$ cat src/rtl/mem_bus_arbiter_pkg.sv
// Shared types and defaults for the two-master memory bus arbiter.
package mem_bus_arbiter_pkg;

  localparam int BUS_W         = 32;
  localparam int BURST_MAX_DEF = 4;
  localparam int WAIT_W_DEF    = 16;

  typedef enum logic [1:0] {
    IDLE = 2'd0,
    OWN0 = 2'd1,
    OWN1 = 2'd2
  } arb_state_t;

  typedef logic [BUS_W-1:0] bus_word_t;

  // One master's complete bus request, muxed as a unit onto the shared bus.
  typedef struct packed {
    logic      req;
    logic      rd;
    logic      wr;
    bus_word_t addr;
    bus_word_t wdata;
  } master_req_t;

  function automatic arb_state_t own_state(input logic idx);
    return idx ? OWN1 : OWN0;
  endfunction

endpackage

$ cat src/rtl/mem_bus_arbiter_rr_pick.sv
// Two-way round-robin choice: a lone requester wins, a conflict goes to the
// master that was not served last. Purely combinational.
module arb_rr_pick (
  input  logic req0,
  input  logic req1,
  input  logic last_served,
  output logic pick_vld,
  output logic pick
);

  always_comb begin
    pick_vld = req0 | req1;
    if (req0 && req1) begin
      pick = ~last_served;
    end else begin
      pick = req1;
    end
  end

endmodule

$ cat src/rtl/mem_bus_arbiter.sv
// Two-master arbiter for a shared memory/peripheral bus with bounded bursts.
// Grants are registered one cycle after request; the bus mux and strobes are combinational.
module mem_bus_arbiter
  import mem_bus_arbiter_pkg::*;
#(
  parameter int BURST_MAX = BURST_MAX_DEF,
  parameter int WAIT_W    = WAIT_W_DEF
) (
  input  logic              clk,
  input  logic              reset,
  input  logic              m0_req,
  input  logic              m1_req,
  input  logic [BUS_W-1:0]  m0_Addr,
  input  logic [BUS_W-1:0]  m1_Addr,
  input  logic [BUS_W-1:0]  m0_WriteData,
  input  logic [BUS_W-1:0]  m1_WriteData,
  input  logic              m0_MemRd,
  input  logic              m1_MemRd,
  input  logic              m0_MemWr,
  input  logic              m1_MemWr,
  output logic              m0_gnt,
  output logic              m1_gnt,
  output logic [BUS_W-1:0]  m0_ReadData,
  output logic [BUS_W-1:0]  m1_ReadData,
  output logic [BUS_W-1:0]  Addr,
  output logic [BUS_W-1:0]  WriteData,
  output logic              MemRd,
  output logic              MemWr,
  input  logic [BUS_W-1:0]  ReadData,
  output logic [WAIT_W-1:0] wait_cnt
);

  localparam int BC_W = (BURST_MAX > 1) ? $clog2(BURST_MAX) : 1;
  localparam logic [BC_W-1:0] BURST_LAST = BC_W'(BURST_MAX - 1);

  arb_state_t      state;
  arb_state_t      state_nx;
  logic [BC_W-1:0] burst_cnt;
  logic            last_served;
  logic            pick_vld;
  logic            pick;
  master_req_t     mst0;
  master_req_t     mst1;
  master_req_t     sel;

  arb_rr_pick u_pick (
    .req0        (m0_req),
    .req1        (m1_req),
    .last_served (last_served),
    .pick_vld    (pick_vld),
    .pick        (pick)
  );

  // Handover goes straight from one OWN state to the other, never via IDLE.
  always_comb begin
    state_nx = state;
    case (state)
      IDLE: begin
        if (pick_vld) begin
          state_nx = own_state(pick);
        end
      end
      OWN0: begin
        if (m0_req) begin
          if (m1_req && burst_cnt == BURST_LAST) begin
            state_nx = OWN1;
          end
        end else begin
          state_nx = m1_req ? OWN1 : IDLE;
        end
      end
      OWN1: begin
        if (m1_req) begin
          if (m0_req && burst_cnt == BURST_LAST) begin
            state_nx = OWN0;
          end
        end else begin
          state_nx = m0_req ? OWN0 : IDLE;
        end
      end
      default: state_nx = IDLE;
    endcase
  end

  always_ff @(posedge clk) begin
    if (reset) begin
      state       <= IDLE;
      m0_gnt      <= 1'b0;
      m1_gnt      <= 1'b0;
      burst_cnt   <= '0;
      last_served <= 1'b1;
    end else begin
      state  <= state_nx;
      m0_gnt <= (state_nx == OWN0);
      m1_gnt <= (state_nx == OWN1);
      if (state_nx != state) begin
        burst_cnt <= '0;
        if (state_nx == OWN0) begin
          last_served <= 1'b0;
        end else if (state_nx == OWN1) begin
          last_served <= 1'b1;
        end
      end else if (state != IDLE && burst_cnt != BURST_LAST) begin
        burst_cnt <= burst_cnt + 1'b1;
      end
    end
  end

  always_ff @(posedge clk) begin
    if (reset) begin
      wait_cnt <= '0;
    end else if (((m0_req & ~m0_gnt) | (m1_req & ~m1_gnt)) &&
                 wait_cnt != {WAIT_W{1'b1}}) begin
      wait_cnt <= wait_cnt + 1'b1;
    end
  end

  assign mst0 = '{req: m0_req, rd: m0_MemRd, wr: m0_MemWr, addr: m0_Addr, wdata: m0_WriteData};
  assign mst1 = '{req: m1_req, rd: m1_MemRd, wr: m1_MemWr, addr: m1_Addr, wdata: m1_WriteData};

  // Strobes are gated by req so a master letting go mid-grant makes no access.
  always_comb begin
    sel = '0;
    if (m0_gnt) begin
      sel = mst0;
    end else if (m1_gnt) begin
      sel = mst1;
    end
    Addr      = sel.addr;
    WriteData = sel.wdata;
    MemRd     = sel.req & sel.rd;
    MemWr     = sel.req & sel.wr;
  end

  always_comb begin
    m0_ReadData = '0;
    m1_ReadData = '0;
    if (m0_gnt) begin
      m0_ReadData = ReadData;
    end else if (m1_gnt) begin
      m1_ReadData = ReadData;
    end
  end

  grant_onehot_a: assert property (@(posedge clk) !(m0_gnt && m1_gnt));

endmodule
$ cat config.mk
export PLATFORM = sky130hd
export DESIGN_NAME = mem_bus_arbiter
export DESIGN_NICKNAME = d
export VERILOG_FILES = /design/src/rtl/mem_bus_arbiter_pkg.sv /design/src/rtl/mem_bus_arbiter_rr_pick.sv /design/src/rtl/mem_bus_arbiter.sv
export SDC_FILE = /design/constraint.sdc
export NUM_CORES = 1
export LEC_CHECK = 0
export BUFFER_PORTS_ARGS = -buffer_cell sky130_fd_sc_hd__buf_2
export CORE_AREA = 3 3 122 124
export DETAILED_ROUTE_END_ITERATION = 7
export DIE_AREA = 0 0 125 127
export GPL_TIMING_DRIVEN = 0
export PLACE_DENSITY = 0.61
export SLEW_MARGIN = 10
export SYNTH_ARGS = -nofsm -noshare
export SYNTH_HDL_FRONTEND = slang
export SYNTH_SLANG_ARGS = --single-unit
export TNS_END_PERCENT = 10
$ cat constraint.sdc
create_clock -name clk -period 6.2 [get_ports clk]
set_clock_uncertainty 0.2 [all_clocks]
set_input_delay 0.62 -clock clk [delete_from_list [all_inputs] [get_ports clk]]
set_output_delay 0.62 -clock clk [all_outputs]
set_load 0.005 [all_outputs]
# ---- Word-level counts from Yosys, hierarchy flattened
# Index checks and enable logic that the tools add are counted.
# W data, S select, Z words.
dict set report word_totals {
  register_bits 23
  input_bits 168
  output_inout_bits 148
}
dict set report classes {
  n_addsub 2
  eq_ne 8
  muxes 17
  n_bitwise 9
  reduce_logical 10
}
# cell count
set ops {}
lappend ops {{$mux W67} 2}
lappend ops {{$mux W32} 3}
lappend ops {{$add A16 B1 Y16 const B} 1}
lappend ops {{$ne A16 B16 Y1 const B} 1}
lappend ops {{$mux W2} 7}
lappend ops {{$eq A2 B2 Y1 const B} 3}
lappend ops {{$pmux W2 S3} 1}
lappend ops {{$logic_and A1 B1 Y1} 5}
lappend ops {{$and A1 B1 Y1} 4}
lappend ops {{$eq A2 B1 Y1 const B} 2}
lappend ops {{$mux W1} 4}
lappend ops {{$reduce_bool A2 Y1} 2}
lappend ops {{$not A1 Y1} 3}
lappend ops {{$add A2 B1 Y2 const B} 1}
lappend ops {{$logic_not A2 Y1} 1}
lappend ops {{$ne A2 B2 Y1} 1}
lappend ops {{$ne A2 B2 Y1 const B} 1}
lappend ops {{$or A1 B1 Y1} 2}
lappend ops {{$reduce_and A2 Y1} 1}
lappend ops {{$reduce_or A2 Y1} 1}

# ---- Depth between registers and ports, before layout
# Gate-level depths: netlist of run 1.
dict set report logic_depth {
  ltp_word 8
  depth_mapped 8
}

# ---- Cells and area by module
# From an unflattened synthesis of run 1, not the netlist that was laid out.
dict set report hier_totals {
  cells_unflattened 314
  hier_area_um2 2428.6
}
# module instances cells_per_inst area_per_inst_um2
set modules_own_cells {}
lappend modules_own_cells {mem_bus_arbiter 1 312 2414.8}
lappend modules_own_cells {arb_rr_pick 1 2 13.8}

# ---- Worst setup path after synthesis of run 1
# OpenSTA, ideal clock, no wires.
dict set report synth_path {
  kind {reg2reg}
  from {reg burst_cnt[0]}
  to {reg last_served}
  setup_time_ns 0.072
  arrival_time_ns 1.974
  required_time_ns 5.928
  path_slack_ns 3.954
  stages_incl_launch_ff 8
  path_buffers 0
  synth_period_minus_slack_ns 2.246
  cell_sequence {dfxtp_1 > ha_1 > mux2i_1 > o21ai_0 > a221o_1 > ha_1 > nor4_1 > mux2i_1}
}
dict set report synth_between {
  elab_chain_len 8
  word_cells_on_any_way 14
  cone_classes {eq/ne: 4; mux: 6; reduce/logical: 4}
}
# item line
set synth_lines {}
lappend synth_lines {{start: declaration} mem_bus_arbiter.sv:38} ;# logic [BC_W-1:0] burst_cnt;
lappend synth_lines {{start signal: assignment} mem_bus_arbiter.sv:104} ;# burst_cnt <= burst_cnt + 1'b1;
lappend synth_lines {{$eq A2 B2 Y1 *} {mem_bus_arbiter.sv:65, mem_bus_arbiter.sv:74}}
lappend synth_lines {{$logic_and A1 B1 Y1 (on tied branches)} {mem_bus_arbiter.sv:74, mem_bus_arbiter.sv:65}}
lappend synth_lines {{$mux W2 (on tied branches)} {mem_bus_arbiter.sv:74, mem_bus_arbiter.sv:65}}
lappend synth_lines {{$mux W2 (on tied branches)} {mem_bus_arbiter.sv:73, mem_bus_arbiter.sv:64}}
lappend synth_lines {{$pmux W2 S3 *} mem_bus_arbiter.sv:57} ;# case (state)
lappend synth_lines {{$eq A2 B1 Y1 or $eq A2 B2 Y1 (tied branches)} {mem_bus_arbiter.sv:98, mem_bus_arbiter.sv:100}}
lappend synth_lines {{$reduce_bool A2 Y1 (no line)} n/a}
lappend synth_lines {{$reduce_and A2 Y1 (no line)} n/a}
lappend synth_lines {{end signal: assignment} mem_bus_arbiter.sv:91} ;# last_served <= 1'b1;
lappend synth_lines {{end signal: assignment} mem_bus_arbiter.sv:99} ;# last_served <= 1'b0;
lappend synth_lines {{end signal: assignment} mem_bus_arbiter.sv:101} ;# last_served <= 1'b1;
lappend synth_lines {{end: declaration} mem_bus_arbiter.sv:39} ;# logic last_served;
# Every way passes the cells marked *; elsewhere a longest branch is shown, timed or not.
# A chain may end at the register's enable or synchronous reset.

# ---- Worst setup path after layout of run 1
dict set report layout_path {
  from {reg m0_gnt}
  to {out WriteData[17]}
}
dict set report layout_between {
  elab_chain_len 1
}
# item line
set layout_lines {}
lappend layout_lines {{start: declaration} mem_bus_arbiter.sv:21} ;# output logic m0_gnt,
lappend layout_lines {{start signal: assignment} mem_bus_arbiter.sv:94} ;# m0_gnt <= (state_nx == OWN0);
lappend layout_lines {{$mux W67} mem_bus_arbiter.sv:124} ;# if (m0_gnt) begin
lappend layout_lines {{end: declaration} mem_bus_arbiter.sv:26} ;# output logic [BUS_W-1:0] WriteData,
# Every way passes these cells.

==> results of run 1 <==
-- state kept, by name, indices dropped and copies added (netlist names) --
| signal | cells |
|---|---|
| m0_gnt | 1 |
| wait_cnt | 16 |
| last_served | 1 |
| burst_cnt | 2 |
| m1_gnt | 1 |
| state | 2 |
-- kinds of logic (layout without fill, tap and decap cells) --
group / count (synthesis) / after routing / share of synthesized area [%]
and+or+nand+nor: 129 / 129 / 33.7
AOI/OAI and AO/OA: 105 / 105 / 34.4
buffers and inverters: 35 / 353 / 6.76
DFF: 23 / 23 / 19.3
muxes: 7 / 7 / 3.09
adders and majority gates: 4 / 4 / 2.10
xor gates and xnor gates: 2 / 2 / 0.734
other: 0 / 6 / 0
-- critical path: cells and delay by family, from the launching register on --
kind                   cells  cell delay (ns)
buffers and inverters      3             1.17
DFF                        1             0.46
AOI/OAI and AO/OA          1             0.34
-- placed cells by master (no fill, tap or decap), types with 5 or more instances in the layout --
master	n
diode_2	6
buf_2	320
inv_1	6
nand4_1	5
and2_1	65
a21oi_1	12
o21ai_0	11
a22o_1	63
nor2_1	9
nand2_1	5
nand3_1	8
clkbuf_1	16
nor2b_1	5
nor3_1	7
dfxtp_1	23
-- path summary, 6_finish.rpt --
kind	end	slack, ns	from
max	WriteData[17]	3.14	m0_gnt
min	wait_cnt[8]	0.33	wait_cnt[8]
max reg2reg	last_served	3.77	burst_cnt[0]
min reg2reg	wait_cnt[8]	0.33	wait_cnt[8]
-- metal layers --
metal | wire [µm] | GRT usage [%]
met4 | 235 | 2.23
met2 | 8380 | 32.8
met5 | 221 | 0
met3 | 2440 | 13.0
met1 | 6370 | 22.5
-- area by class of cell --
cell class	instances	share of cell area, %
Multi-Input combinational cell	247	41.3
Timing Repair Buffer	314	36.7
Sequential cell	23	10.8
Tap cell	180	5.26
Buffer	29	3.25
Clock buffer	4	1.84
Inverter	6	0.526
Antenna cell	6	0.351
-- power by group --
group / internal [mW] / total, mW / switching (mW)
Combinational: 0.106 / 0.208 / 0.102
Clock: 0.0878 / 0.140 / 0.0521
Sequential: 0.152 / 0.158 / 0.00545
Total: 0.346 / 0.506 / 0.159
==> metrics.txt, run 1 <==
Area Overhead vs Synth 79.2%; cells after synthesis 305; DR vias/cell approximately 4.6; Power per Cell Area roughly 120 mW/mm²; worst-margin pin slew 0.628 ns; Setup CP Type reg -> out; Initial DRC Count 189; EDFF count, synth 0; area leader, netlist a22o_1; period utilisation layout between 40% and 50%; drt pass-1 iters 4; gr usage total 19.9%; clk slew on worst S/H paths 0.06 ns; slowest stage delay, CP 0.52 ns; CP Max Fanout 10; Worst Hold Class reg -> reg; RSZ-0062 raised after global routing false; crit path max-delay cell type clkbuf_1; initial antenna violation count 27; Die ar. 0.0159 mm²; CTS tree built; WL per Instance 21.8 µm; Startpoint Class flip-flop; die height approximately 130 µm; deepest level of the CTS H-tree 1; final non-filler cell total 809; FILL cells roughly 1,600; worst setup margin roughly 3.1 ns; hold_ws 0.333 ns; Seq. cell area ~460 µm²; Yosys cell types 45; root buf cell clkbuf_16; VDD IR max 0.118 mV; area of the multi-input gates around 0.0018 mm²; top post-synthesis cells by area a22o_1 (23%), dfxtp_1 (19%), and2_1 (17%); clock sink count 23; nets@finish 796; Synth Area per Inst 7.83 µm²; Mapped Nets ~480; Synth Flop Type dfxtp_1; WP data required 5.38 ns; ordered list of cells on the worst path clkbuf_1, buf_1, a22o_1, buf_2; vias in the first global route between 3,000 and 4,000; first-pass GRT wire length 23.4 mm; Leak between 2 and 2.5 nW; max_cap viols 0; top-count cell post-synth and2_1; Initial Util 17.2%; yosys warns 0; largest net degree at the start of global routing 13; PostCTS Resize Cnt 0; DIE WIDTH 125 µm; top cells by count, synth and2_1 (65), a22o_1 (63), dfxtp_1 (23); final instance area 0.00428 mm²; Core Area 0.0139 mm²; number of setup buffers added after CTS 0; pre-CTS setup slack between 3 and 4 ns; Port Buf Inserts ~310; Final ANT Viol Nets 0; # placed instances around 800; CTS Buf Count 3; proportion of netlist area held by the largest area contributor 23.1%; fraction of registers with async set/reset 0%; clk_lat worst skew around 0.26 ns; DRC violations left 0; Fmax achieved 0.327 GHz; worst-case clock buffer depth 2; RD Place Congestion 0.962; Final Max Slew Viols 0; setup total negative slack 0 ns; Worst EP arrival approximately 2.2 ns; global-route congestion overflow total 0; WL final 17.7 mm; Hold Fails Final Rpt 0; total power 506 µW; Boundary Pins 316; worst reg-to-reg path cell count 7; Vias 3,705; area post-placement ~0.0042 mm²; hold buffers post-CTS 0; hold-critical path depth 2; register bit total from synthesis 23; final core occ 30.8%; Final Setup Violations 0; Cell Rows 43; Crit. End Element output pin; Post-Syn Area 0.00239 mm²; DP HPWL 15.7 mm; minimum period implied by the final worst setup slack slightly above 3 ns; Seq/Total Area, Yosys approximately a fifth; status completed; Max transition margin between 50 and 60%; layout cells sized above 1 between 50% and 60%
No activity file was read; power rests on OpenSTA's default activity.
==> run 2, diff against run 1 <==
CORE_AREA = 3 3 121 123   (was 3 3 122 124)
DIE_AREA = 0 0 124 126   (was 0 0 125 127)
PLACE_DENSITY = 0.62   (was 0.61)
clock period = 3.2 ns   (was 6.2 ns; I/O delays follow)
==> metrics.txt, run 2 (synthesis results as in run 1) <==
nets@finish 796; Max transition margin between 50% and 60%; worst r2r src burst_cnt[0]; clock sink count 23; Power per Cell Area ~230 mW/mm²; Leak 2.42 nW; DR vias/cell 4.53; Setup CP Type reg -> out; RSZ-0062 raised after global routing false; Largest regs wait_cnt x16, burst_cnt x2, state x2; max_cap viols 0; Final ANT Viol Nets 0; DIE WIDTH about 120 µm; DP HPWL ~13 mm; Fmax achieved 0.368 GHz; status completed; hold_ws ~0.18 ns; worst-margin pin slew 0.647 ns; vias in the first global route 3,162; first-pass GRT wire length 19.7 mm; Core Area about 0.014 mm²; RD Place Congestion 0.845; switch share 31.7%; layout cells sized above 1 54.4%; Boundary Pins 316; most common cell after layout, fill and taps aside buf_2; setup total negative slack 0 ns; Initial DRC Count between 150 and 200; period utilisation layout 84.9%; WL final between 10 and 15 mm; Worst EP arrival 2.20 ns; hold buffers post-CTS 0; P_int 670 µW; PostCTS Resize Cnt 0; GRT Max-Usage Layer met2; Hold EP m0_gnt; largest net degree at the start of global routing 15; Vias 3,665; Final Setup Violations 0; met3 usage 4.40%; clk_lat worst skew 0.26 ns; CP Max Fanout 10; Final Max Slew Viols 0; Initial Util 17.3%; hold-critical path depth 2; Cell Rows 43; worst setup margin 0.483 ns; initial antenna violation count 7; clk slew on worst S/H paths 0.06 ns; clock share of power between 20 and 30%; worst reg-to-reg path cell count 7; DRC violations left 0; deepest level of the CTS H-tree 1; CTS Buf Count 3; CTS tree built; WL per Instance 18.4 µm; met1 GRT Util 23.7%; Die ar. 0.0156 mm²; Flop pwr share 31.1%; gr usage total 16.7%; Worst Hold Class in -> reg; global-route congestion overflow total 0; number of setup buffers added after CTS 0; logic gate share of total power 40.7%; Crit. End Element output pin; max FFs per register 16; commonest cells after routing, fill and taps aside buf_2 (320), and2_1 (65), a22o_1 (63), dfxtp_1 (23), clkbuf_1 (15); Startpoint Class flip-flop; R2R setup slack between 0.7 and 0.8 ns; WP data required 2.68 ns; VDD IR max 0.233 mV; Port Buf Inserts 314; die height 126 µm; worst-case clock buffer depth 2; Area Overhead vs Synth 79.3%; Hold Fails Final Rpt 0; register name with the most flops wait_cnt; minimum period implied by the final worst setup slack around 2.7 ns; Hold Startpoint reset; net switching power ~310 µW; pre-CTS setup slack 0.663 ns; met2 usage 26.1%; Reg-to-Reg End last_served; drt pass-1 iters 4; root buf cell clkbuf_16
[run 2: how the worst max path moves through the flow]
stage               slack, ns        endpoint         start  cells after the start
CTS                      0.38  m1_ReadData[0]        m1_gnt                      5
finish                   0.48  m1_ReadData[0]        m1_gnt                      5
detailed placement       0.66  m1_ReadData[0]        m1_gnt                      5
global route             0.30  m1_ReadData[0]        m1_gnt                      5
global placement         0.64  m1_ReadData[0]        m1_gnt                      5
floorplan                0.95     last_served  burst_cnt[0]                      7
[run 2: through the flow]
stage | instances | area [µm²] | util, % | power [mW]
final | 809 | 4280 | 31.1 | 0.982
after global routing | 806 | 4280 | 31.0 | 1.04
after CTS | 803 | 4270 | 31.0 | 0.986
after detailed placement | 799 | 4190 | 30.4 | 0.713
after global placement | 799 | 4190 | 30.4 | 0.712
after floorplan | 305 | 2390 | - | 0.469
[run 2: area by class of cell]
class                           count  area [µm²]
Fill cell                        1545        9490
Multi-Input combinational cell    247        1770
Timing Repair Buffer              314        1570
Sequential cell                    23         460
Tap cell                          180         225
Buffer                             29         139
Clock buffer                        3        75.1
Inverter                            6        22.5
Antenna cell                        6        15.0
Clock inverter                      1        7.51
[run 2: power by group through the flow]
| stage | clock [mW] | combinational (mW) | sequential, mW |
|---|---|---|---|
| 6_report | 0.277 | 0.400 | 0.305 |
| 5_1_grt | 0.295 | 0.439 | 0.306 |
| 4_1_cts | 0.278 | 0.403 | 0.305 |
| 3_5_place_dp | 0 | 0.401 | 0.312 |
| 3_3_place_gp | 0 | 0.400 | 0.312 |
| 2_1_floorplan | 0 | 0.160 | 0.309 |
[run 2: worst max-delay path: stages, from the launching register on]
cell and delay, ns:
dfxtp_1 0.42, nor2b_1 0.41, buf_2 0.30, buf_1 0.39, and2_1 0.26, buf_2 0.16
[run 2: per-layer routing]
metal | share of wire (%) | vias to the layer above
met2 | 45 | 178
met4 | 1.1 | 8
li1 | - | 1797
met5 | 0.39 | -
met1 | 43 | 1666
met3 | 10 | 16
